<file path="src/rtl/ex_operand_stage.sv">
// EX pipeline register with operand forwarding ahead of the ALU.
// Resolves EX/MEM and MEM/WB hazards combinationally; inserts one bubble on load-use.
module ex_operand_stage #(
  parameter int                 DATA_W = 64,
  parameter int                 CTRL_W = 5,
  parameter int                 REG_W  = 5,
  parameter int                 ZREG   = 31,
  parameter logic [CTRL_W-1:0]  OPNULL = '0
) (
  input  logic              iCLK,
  input  logic              iRST_n,
  input  logic              iValid,
  output logic              oReady,
  input  logic [CTRL_W-1:0] iControl,
  input  logic [REG_W-1:0]  iRs1,
  input  logic [REG_W-1:0]  iRs2,
  input  logic [REG_W-1:0]  iRd,
  input  logic [DATA_W-1:0] iRs1Data,
  input  logic [DATA_W-1:0] iRs2Data,
  input  logic [DATA_W-1:0] iImm,
  input  logic              iUseImm,
  input  logic              iRegWrite,
  input  logic              iMemRead,
  input  logic [REG_W-1:0]  iExMemRd,
  input  logic              iExMemRegWrite,
  input  logic [DATA_W-1:0] iExMemResult,
  input  logic [REG_W-1:0]  iMemWbRd,
  input  logic              iMemWbRegWrite,
  input  logic [DATA_W-1:0] iMemWbData,
  input  logic              iStall,
  input  logic              iFlush,
  output logic              oValid,
  output logic [CTRL_W-1:0] oControl,
  output logic [DATA_W-1:0] oA,
  output logic [DATA_W-1:0] oB,
  output logic [DATA_W-1:0] oStoreData,
  output logic [REG_W-1:0]  oRd,
  output logic              oRegWrite,
  output logic              oMemRead
);

  localparam logic [REG_W-1:0] ZTAG = REG_W'(ZREG);

  logic              valid_q,    valid_d;
  logic [CTRL_W-1:0] ctrl_q,     ctrl_d;
  logic [REG_W-1:0]  rs1_q,      rs1_d;
  logic [REG_W-1:0]  rs2_q,      rs2_d;
  logic [DATA_W-1:0] rs1_data_q, rs1_data_d;
  logic [DATA_W-1:0] rs2_data_q, rs2_data_d;
  logic [DATA_W-1:0] imm_q,      imm_d;
  logic              use_imm_q,  use_imm_d;
  logic [REG_W-1:0]  rd_q,       rd_d;
  logic              reg_write_q, reg_write_d;
  logic              mem_read_q,  mem_read_d;

  logic [DATA_W-1:0] fwd_rs1;
  logic [DATA_W-1:0] fwd_rs2;
  logic              hz;

  function automatic logic [DATA_W-1:0] fwd(input logic [REG_W-1:0]  tag,
                                             input logic [DATA_W-1:0] stored);
    if (tag == ZTAG)                              return '0;
    else if (iExMemRegWrite && iExMemRd == tag)   return iExMemResult;
    else if (iMemWbRegWrite && iMemWbRd == tag)   return iMemWbData;
    else                                          return stored;
  endfunction

  assign fwd_rs1 = fwd(rs1_q, rs1_data_q);
  assign fwd_rs2 = fwd(rs2_q, rs2_data_q);

  assign hz = valid_q & mem_read_q & iValid & (rd_q != ZTAG) &
              ((iRs1 == rd_q) | (iRs2 == rd_q));

  assign oReady     = ~iStall & ~iFlush & ~hz;
  assign oValid     = valid_q;
  assign oControl   = valid_q ? ctrl_q : OPNULL;
  assign oA         = fwd_rs1;
  assign oB         = use_imm_q ? imm_q : fwd_rs2;
  assign oStoreData = fwd_rs2;
  assign oRd        = rd_q;
  assign oRegWrite  = valid_q & reg_write_q;
  assign oMemRead   = valid_q & mem_read_q;

  always_comb begin
    valid_d     = valid_q;
    ctrl_d      = ctrl_q;
    rs1_d       = rs1_q;
    rs2_d       = rs2_q;
    rs1_data_d  = rs1_data_q;
    rs2_data_d  = rs2_data_q;
    imm_d       = imm_q;
    use_imm_d   = use_imm_q;
    rd_d        = rd_q;
    reg_write_d = reg_write_q;
    mem_read_d  = mem_read_q;
    if (iFlush || (!iStall && (hz || !iValid))) begin
      valid_d     = 1'b0;
      ctrl_d      = OPNULL;
      reg_write_d = 1'b0;
      mem_read_d  = 1'b0;
    end else if (iStall) begin
      // Refresh held operands so writebacks retiring during the stall survive it.
      rs1_data_d = fwd_rs1;
      rs2_data_d = fwd_rs2;
    end else begin
      valid_d     = 1'b1;
      ctrl_d      = iControl;
      rs1_d       = iRs1;
      rs2_d       = iRs2;
      rs1_data_d  = iRs1Data;
      rs2_data_d  = iRs2Data;
      imm_d       = iImm;
      use_imm_d   = iUseImm;
      rd_d        = iRd;
      reg_write_d = iRegWrite;
      mem_read_d  = iMemRead;
    end
  end

  // Source tags reset to the zero register so cleared operands read as 0.
  always_ff @(posedge iCLK or negedge iRST_n) begin
    if (!iRST_n) begin
      valid_q     <= 1'b0;
      ctrl_q      <= OPNULL;
      rs1_q       <= ZTAG;
      rs2_q       <= ZTAG;
      rs1_data_q  <= '0;
      rs2_data_q  <= '0;
      imm_q       <= '0;
      use_imm_q   <= 1'b0;
      rd_q        <= '0;
      reg_write_q <= 1'b0;
      mem_read_q  <= 1'b0;
    end else begin
      valid_q     <= valid_d;
      ctrl_q      <= ctrl_d;
      rs1_q       <= rs1_d;
      rs2_q       <= rs2_d;
      rs1_data_q  <= rs1_data_d;
      rs2_data_q  <= rs2_data_d;
      imm_q       <= imm_d;
      use_imm_q   <= use_imm_d;
      rd_q        <= rd_d;
      reg_write_q <= reg_write_d;
      mem_read_q  <= mem_read_d;
    end
  end

endmodule

</file>
<file path="config.mk">
export PLATFORM = sky130hd
export DESIGN_NAME = ex_operand_stage
export DESIGN_NICKNAME = d
export VERILOG_FILES = /design/src/rtl/ex_operand_stage.sv
export SDC_FILE = /design/constraint.sdc
export NUM_CORES = 1
export LEC_CHECK = 0
export CAP_MARGIN = 5
export CORE_MARGIN = 5
export CORE_UTILIZATION = 30
export DETAILED_ROUTE_END_ITERATION = 16
export HOLD_SLACK_MARGIN = 0.1
export PLACE_DENSITY = 0.57
export SKIP_LAST_GASP = 1
export SLEW_MARGIN = 20
export SYNTH_ARGS = -nofsm -noshare
export SYNTH_HDL_FRONTEND = slang
export SYNTH_SLANG_ARGS = --single-unit
</file>
<file path="constraint.sdc">
create_clock -name iCLK -period 7.5 [get_ports iCLK]
set_clock_uncertainty 0.1 [all_clocks]
set_input_delay 1.5 -clock iCLK [delete_from_list [all_inputs] [get_ports iCLK]]
set_output_delay 1.5 -clock iCLK [all_outputs]
set_load 0.02 [all_outputs]
</file>
# Word level (Yosys, flattened, before mapping)
# Cells that the tools add are included.
# op_classes
mul	0
mux	18
n_shift	0
order_cmp	0
div	0
eq_ne	10
add_sub_neg	0
n_bitwise	12
n_reduce_logical	10
# op_table
cell	count
64-bit two-way mux	9
5-bit == test	6
5-bit two-way mux	3
5-bit == test, second input constant	2
1-bit bitwise AND	7
1-bit two-way mux	6
1-bit logical AND	5
5-bit inequality test, second input constant	1
1-bit inverter	4
1-bit zero test	2
1-bit logical OR	2
2-bit by 1-bit inequality test with 1-bit output, second input constant	1
2-bit AND reduction	1
1-bit bitwise OR	1
# totals
out_inout_bits	206
word_cells	61
mem_bits_rw	0
latch_bits	0
memories	0
regBits	216
rom_bits	0

# Depth between registers and ports, before layout
# depth
depth_word	9
depth_mapped	9

# Least setup slack after synthesis
# Ideal clock, no wire load.
# synth_timing
path_kind	input to output
from	input port iExMemRd[2]
to	output port oB[30]
arrival_time_ns	3.465
setup_slack_ns	2.435
path_stages	7
path_cell_list	xnor2_1 > nand4_1 > or2_2 > buf_2 > buf_2 > a311oi_1 > mux2_2
# synth_between
elab_chain_cells	5
# synth_rtl
element	line	text
start: declaration	24	input logic [REG_W-1:0] iExMemRd,
5-bit == test	63	else if (iExMemRegWrite && iExMemRd == tag) return iExMemResult;
1-bit logical AND	63	
64-bit two-way mux	63	
64-bit two-way mux	62	if (tag == ZTAG) return '0;
named net oStoreData[30]	36	output logic [DATA_W-1:0] oStoreData,
64-bit two-way mux	78	assign oB = use_imm_q ? imm_q : fwd_rs2;
end: declaration	35	output logic [DATA_W-1:0] oB,
# The timed path passes the listed nets, and every way through them passes these cells.

# Final worst setup path
# layout_timing
from	input port iMemWbRd[1]
to	output port oB[3]
# layout_between
elab_chain_cells	6
# layout_rtl
element	line	text
start: declaration	27	input logic [REG_W-1:0] iMemWbRd,
5-bit == test	64	else if (iMemWbRegWrite && iMemWbRd == tag) return iMemWbData;
1-bit logical AND	64	
64-bit two-way mux	64	
64-bit two-way mux	63	
64-bit two-way mux	62	
64-bit two-way mux	78	
# No other way between the ends.

==> impl_metrics.csv <==
group,metric,value,unit
outcome,outcome,"finished, final reports clean",
sta,fin_tns_setup,0,ns
drt,drt_pre_antenna_iters,5,
logic_synthesis,synth_largest_type_area_fraction,34.8,%
sta,final.period_utilization,91.2,%
logic_synthesis,seq_area_frac_synth,36.6,%
clocking,clk_latency,0.57,ns
logic_synthesis,per_instance_average_area_after_synthesis,9.25,um^2
place,detailedPlacementHpwl,50500,um
floorplan,die_height,232,um
sta,max_slew_margin,26.1,%
setup_path,worstSetupEndpointType,"primary output",
power,p_int,3470,uW
setup_path,worst_path_maximum_fanout,33,
setup_path,crit_type,"in -> out",
floorplan,ios,566,
global_route,globalRouteTotalUtil,26.9,%
flow_run,maxcap_viol_count,0,
clocking,cts_resized,0,
sta,report.final.setup_viol,0,
power,power.share.switching,39.8,%
place,gpl.final_weighted_congestion,0.868,
sta,timing_worst_slew_pin_value,1.11,ns
clocking,cts.sink_count,216,
floorplan,dieArea,53900,um^2
drt,drt_wl_total,76700,um
global_route,grt_pass1_vias,16767,
clocking,cts_buffers,29,
floorplan,fp.dieW,232,um
power,p_per_area,265,nW/um^2
floorplan,floorplan.initialDensity,30.3,%
global_route,grt_antenna_before_repair,20,
setup_path,cp.arrival,5.24,ns
clocking,cts.repair_timing.setup_buffer_count,0,
logic_synthesis,synth_fp_nets,1961,
clocking,cts_tree,"built",
global_route,grt_pass1_wl,113000,um
floorplan,coreArea,48800,um^2
place,buffer_ports.inserted,565,
logic_synthesis,synth.yosys.warnings,0,
global_route,global_route.overflow_total,0,
power,irDropWorstVdd,147,uV
sta,grt_setup_unrepaired,"false",
setup_path,setup.worst_path.start_class,"input pin",
power,power_leakage,0.00732,uW
global_route,grt_start_max_net_pins,129,
drt,drt-wirelength-per-cell,28.1,um
clocking,ctsHtreeMaxLevel,1,
power,power.share.clock,22.9,%
power,total_power,5770,uW
power,power.sequential.fraction,28.4,%
drt,drt.antenna.violating_nets,0,
cells_and_area,final_layout_size_suffix_gt1_share,15.0,%
drt,via_count,16556,
logic_synthesis,post_synth_instance_area,14800,um^2
floorplan,core.rowCount,81,
clocking,cts_root_buf,"sky130_fd_sc_hd__clkbuf_16",
drt,drt-initial-drc-count,1730,
drt,average_via_count_per_standard_cell,6.07,
clocking,postCtsHoldBufs,0,
sta,hold_viol,0,
logic_synthesis,ys_seq_elements,216,
power,power.share.combinational,48.6,%
logic_synthesis,yosys.cell_types.count,31,
logic_synthesis,netlist_top_cells_area,"sky130_fd_sc_hd__dfrtp_1, sky130_fd_sc_hd__o22ai_1, sky130_fd_sc_hd__a311oi_2",
power,power.switching,2290,uW
drt,drc,0,
clocking,clock_input_transition_at_the_sequential_cells_of_the_worst_setup_and_hold_paths,0.06,ns
logic_synthesis,synth_cells,1601,
cells_and_area,area_delta_synth_final,46.7,%
worst_hold_path,hold_path_class,"reg -> reg",
sta,slew_viol_final,0,
sta,max_freq,0.146,GHz
clocking,maximum_root_to_sink_buffer_count,3,
cells_and_area,num-nets-final,2391,
setup_path,critical_path_required,5.90,ns
sta,final.min_clock_period,6.84,ns
logic_synthesis,synth_largest_area_cell,"sky130_fd_sc_hd__dfrtp_1",
synth_stat cells:
library cell	instances
sky130_fd_sc_hd__a21oi_1	128
sky130_fd_sc_hd__a22o_1	7
sky130_fd_sc_hd__a22oi_1	1
sky130_fd_sc_hd__a311oi_1	26
sky130_fd_sc_hd__a311oi_2	102
sky130_fd_sc_hd__and2_1	8
sky130_fd_sc_hd__and4_1	2
sky130_fd_sc_hd__buf_1	5
sky130_fd_sc_hd__buf_2	23
sky130_fd_sc_hd__buf_4	2
sky130_fd_sc_hd__buf_6	10
sky130_fd_sc_hd__clkbuf_1	159
sky130_fd_sc_hd__dfrtp_1	206
sky130_fd_sc_hd__dfstp_2	10
sky130_fd_sc_hd__inv_1	2
sky130_fd_sc_hd__mux2_1	40
sky130_fd_sc_hd__mux2_2	104
sky130_fd_sc_hd__nand2_1	73
sky130_fd_sc_hd__nand3_1	3
sky130_fd_sc_hd__nand4_1	6
sky130_fd_sc_hd__nand4_2	2
sky130_fd_sc_hd__nor2_1	6
sky130_fd_sc_hd__nor3_1	130
sky130_fd_sc_hd__o211ai_1	2
sky130_fd_sc_hd__o21a_1	2
sky130_fd_sc_hd__o21ai_0	128
sky130_fd_sc_hd__o22ai_1	256
sky130_fd_sc_hd__or2_2	2
sky130_fd_sc_hd__or3_1	124
sky130_fd_sc_hd__xnor2_1	20
sky130_fd_sc_hd__xor2_1	12
power by group through the flow:
stage               registers (uW)  logic (uW)  clock network [uW]
global route                  1670        2950                1400
detailed placement            1650        2790                   0
CTS                           1630        2810                1360
floorplan                     1570        1560                   0
global placement              1640        2780                   0
finish                        1640        2800                1320
cells in the final DEF, fill, tap and decap left out, types with 3 or more instances in the layout:
cell type / n
sky130_fd_sc_hd__dfrtp_1: 205
sky130_fd_sc_hd__clkinv_2: 4
sky130_fd_sc_hd__nor2_1: 4
sky130_fd_sc_hd__or3_1: 124
sky130_fd_sc_hd__a311oi_1: 26
sky130_fd_sc_hd__o21ai_0: 128
sky130_fd_sc_hd__nand4_1: 6
sky130_fd_sc_hd__mux2_1: 40
sky130_fd_sc_hd__xnor2_1: 20
sky130_fd_sc_hd__clkbuf_16: 29
sky130_fd_sc_hd__buf_4: 32
sky130_fd_sc_hd__clkbuf_1: 14
sky130_fd_sc_hd__a22o_1: 7
sky130_fd_sc_hd__nand3_1: 3
sky130_fd_sc_hd__dfstp_2: 10
sky130_fd_sc_hd__xor2_1: 10
sky130_fd_sc_hd__clkdlybuf4s50_1: 563
sky130_fd_sc_hd__a21oi_1: 128
sky130_fd_sc_hd__nand2_4: 3
sky130_fd_sc_hd__mux2_2: 104
sky130_fd_sc_hd__a311oi_2: 102
sky130_fd_sc_hd__clkbuf_8: 4
sky130_fd_sc_hd__nand2_1: 68
sky130_fd_sc_hd__diode_2: 11
sky130_fd_sc_hd__and2_1: 7
sky130_fd_sc_hd__o22ai_1: 256
sky130_fd_sc_hd__nor3_1: 130
metrics by stage:
step / setup slack (ns) / hold WS [ns] / instance area (um^2) / instances / util (%)
2_1_floorplan: 2.43 / 0.365 / 14800 / 1601 / -
3_3_place_gp: 0.733 / 0.383 / 20800 / 2664 / 42.6
3_5_place_dp: 0.718 / 0.388 / 20800 / 2664 / 42.6
4_1_cts: 0.709 / 0.400 / 21700 / 2716 / 44.4
5_1_grt: 0.656 / 0.410 / 21700 / 2723 / 44.4
6_report: 0.661 / 0.400 / 21700 / 2727 / 44.5
state kept, by name (all words and copies together), names as in the netlist:
register,flops
ctrl_q,5
rs1_q,5
use_imm_q,1
oValid,1
mem_read_q,1
rs1_data_q,64
rs2_q,5
reg_write_q,1
rs2_data_q,64
oRd,5
imm_q,64
cell type report:
class                      instances  area, um^2
fill                            4813       27100
timing repair buffer             598        5930
antenna                           11        27.5
clock inverter                     5        28.8
tap                              664         831
multi-input combinational       1184        8640
sequential                       216        5420
inverter                           2        12.5
clock buffer                      47         833
critical path, stage by stage:
cell and delay (ns):
sky130_fd_sc_hd__clkdlybuf4s50_1 0.63, sky130_fd_sc_hd__xnor2_1 0.20, sky130_fd_sc_hd__nand2_2 0.44, sky130_fd_sc_hd__buf_4 0.48
sky130_fd_sc_hd__o21ai_0 0.14, sky130_fd_sc_hd__a311oi_1 0.88, sky130_fd_sc_hd__mux2_2 0.30, sky130_fd_sc_hd__clkdlybuf4s50_1 0.61
per-layer routing:
layer	vias up	share of wire, %	GRT usage, %
met5	-	0.15	0
met4	16	2.9	8.20
met3	168	9.3	6.93
met2	911	48	44.7
met1	8286	40	34.4
li1	7175	-	-
path summary, 6_finish.rpt:
| check | start | to | slack [ns] | depth (start not counted) |
|---|---|---|---|---|
| setup / recovery | iMemWbRd[1] | oB[3] | 0.66 | 8 |
| hold / removal | ctrl_q[0] | ctrl_q[0] | 0.40 | 1 |
| setup reg to reg | oRd[0] | rs1_data_q[24] | 4.03 | 8 |
| hold reg to reg | ctrl_q[0] | ctrl_q[0] | 0.40 | 1 |
| max in group asynchronous | iRST_n | rs2_data_q[47] | 4.86 | 2 |
| min in group asynchronous | iRST_n | imm_q[52] | 0.91 | 1 |
kinds of logic (layout without fill, tap and decap cells):
kind of cell / after synthesis / in the layout / share of synthesized area [%]
xor gates and xnor gates: 32 / 32 / 1.89
DFF: 216 / 216 / 36.6
muxes: 144 / 144 / 11.0
and+or+nand+nor: 356 / 356 / 12.7
buffers and inverters: 201 / 652 / 5.85
AOI/OAI and AO/OA: 652 / 652 / 32.0
other: 0 / 11 / 0
Power figures use the tool's default switching activity.
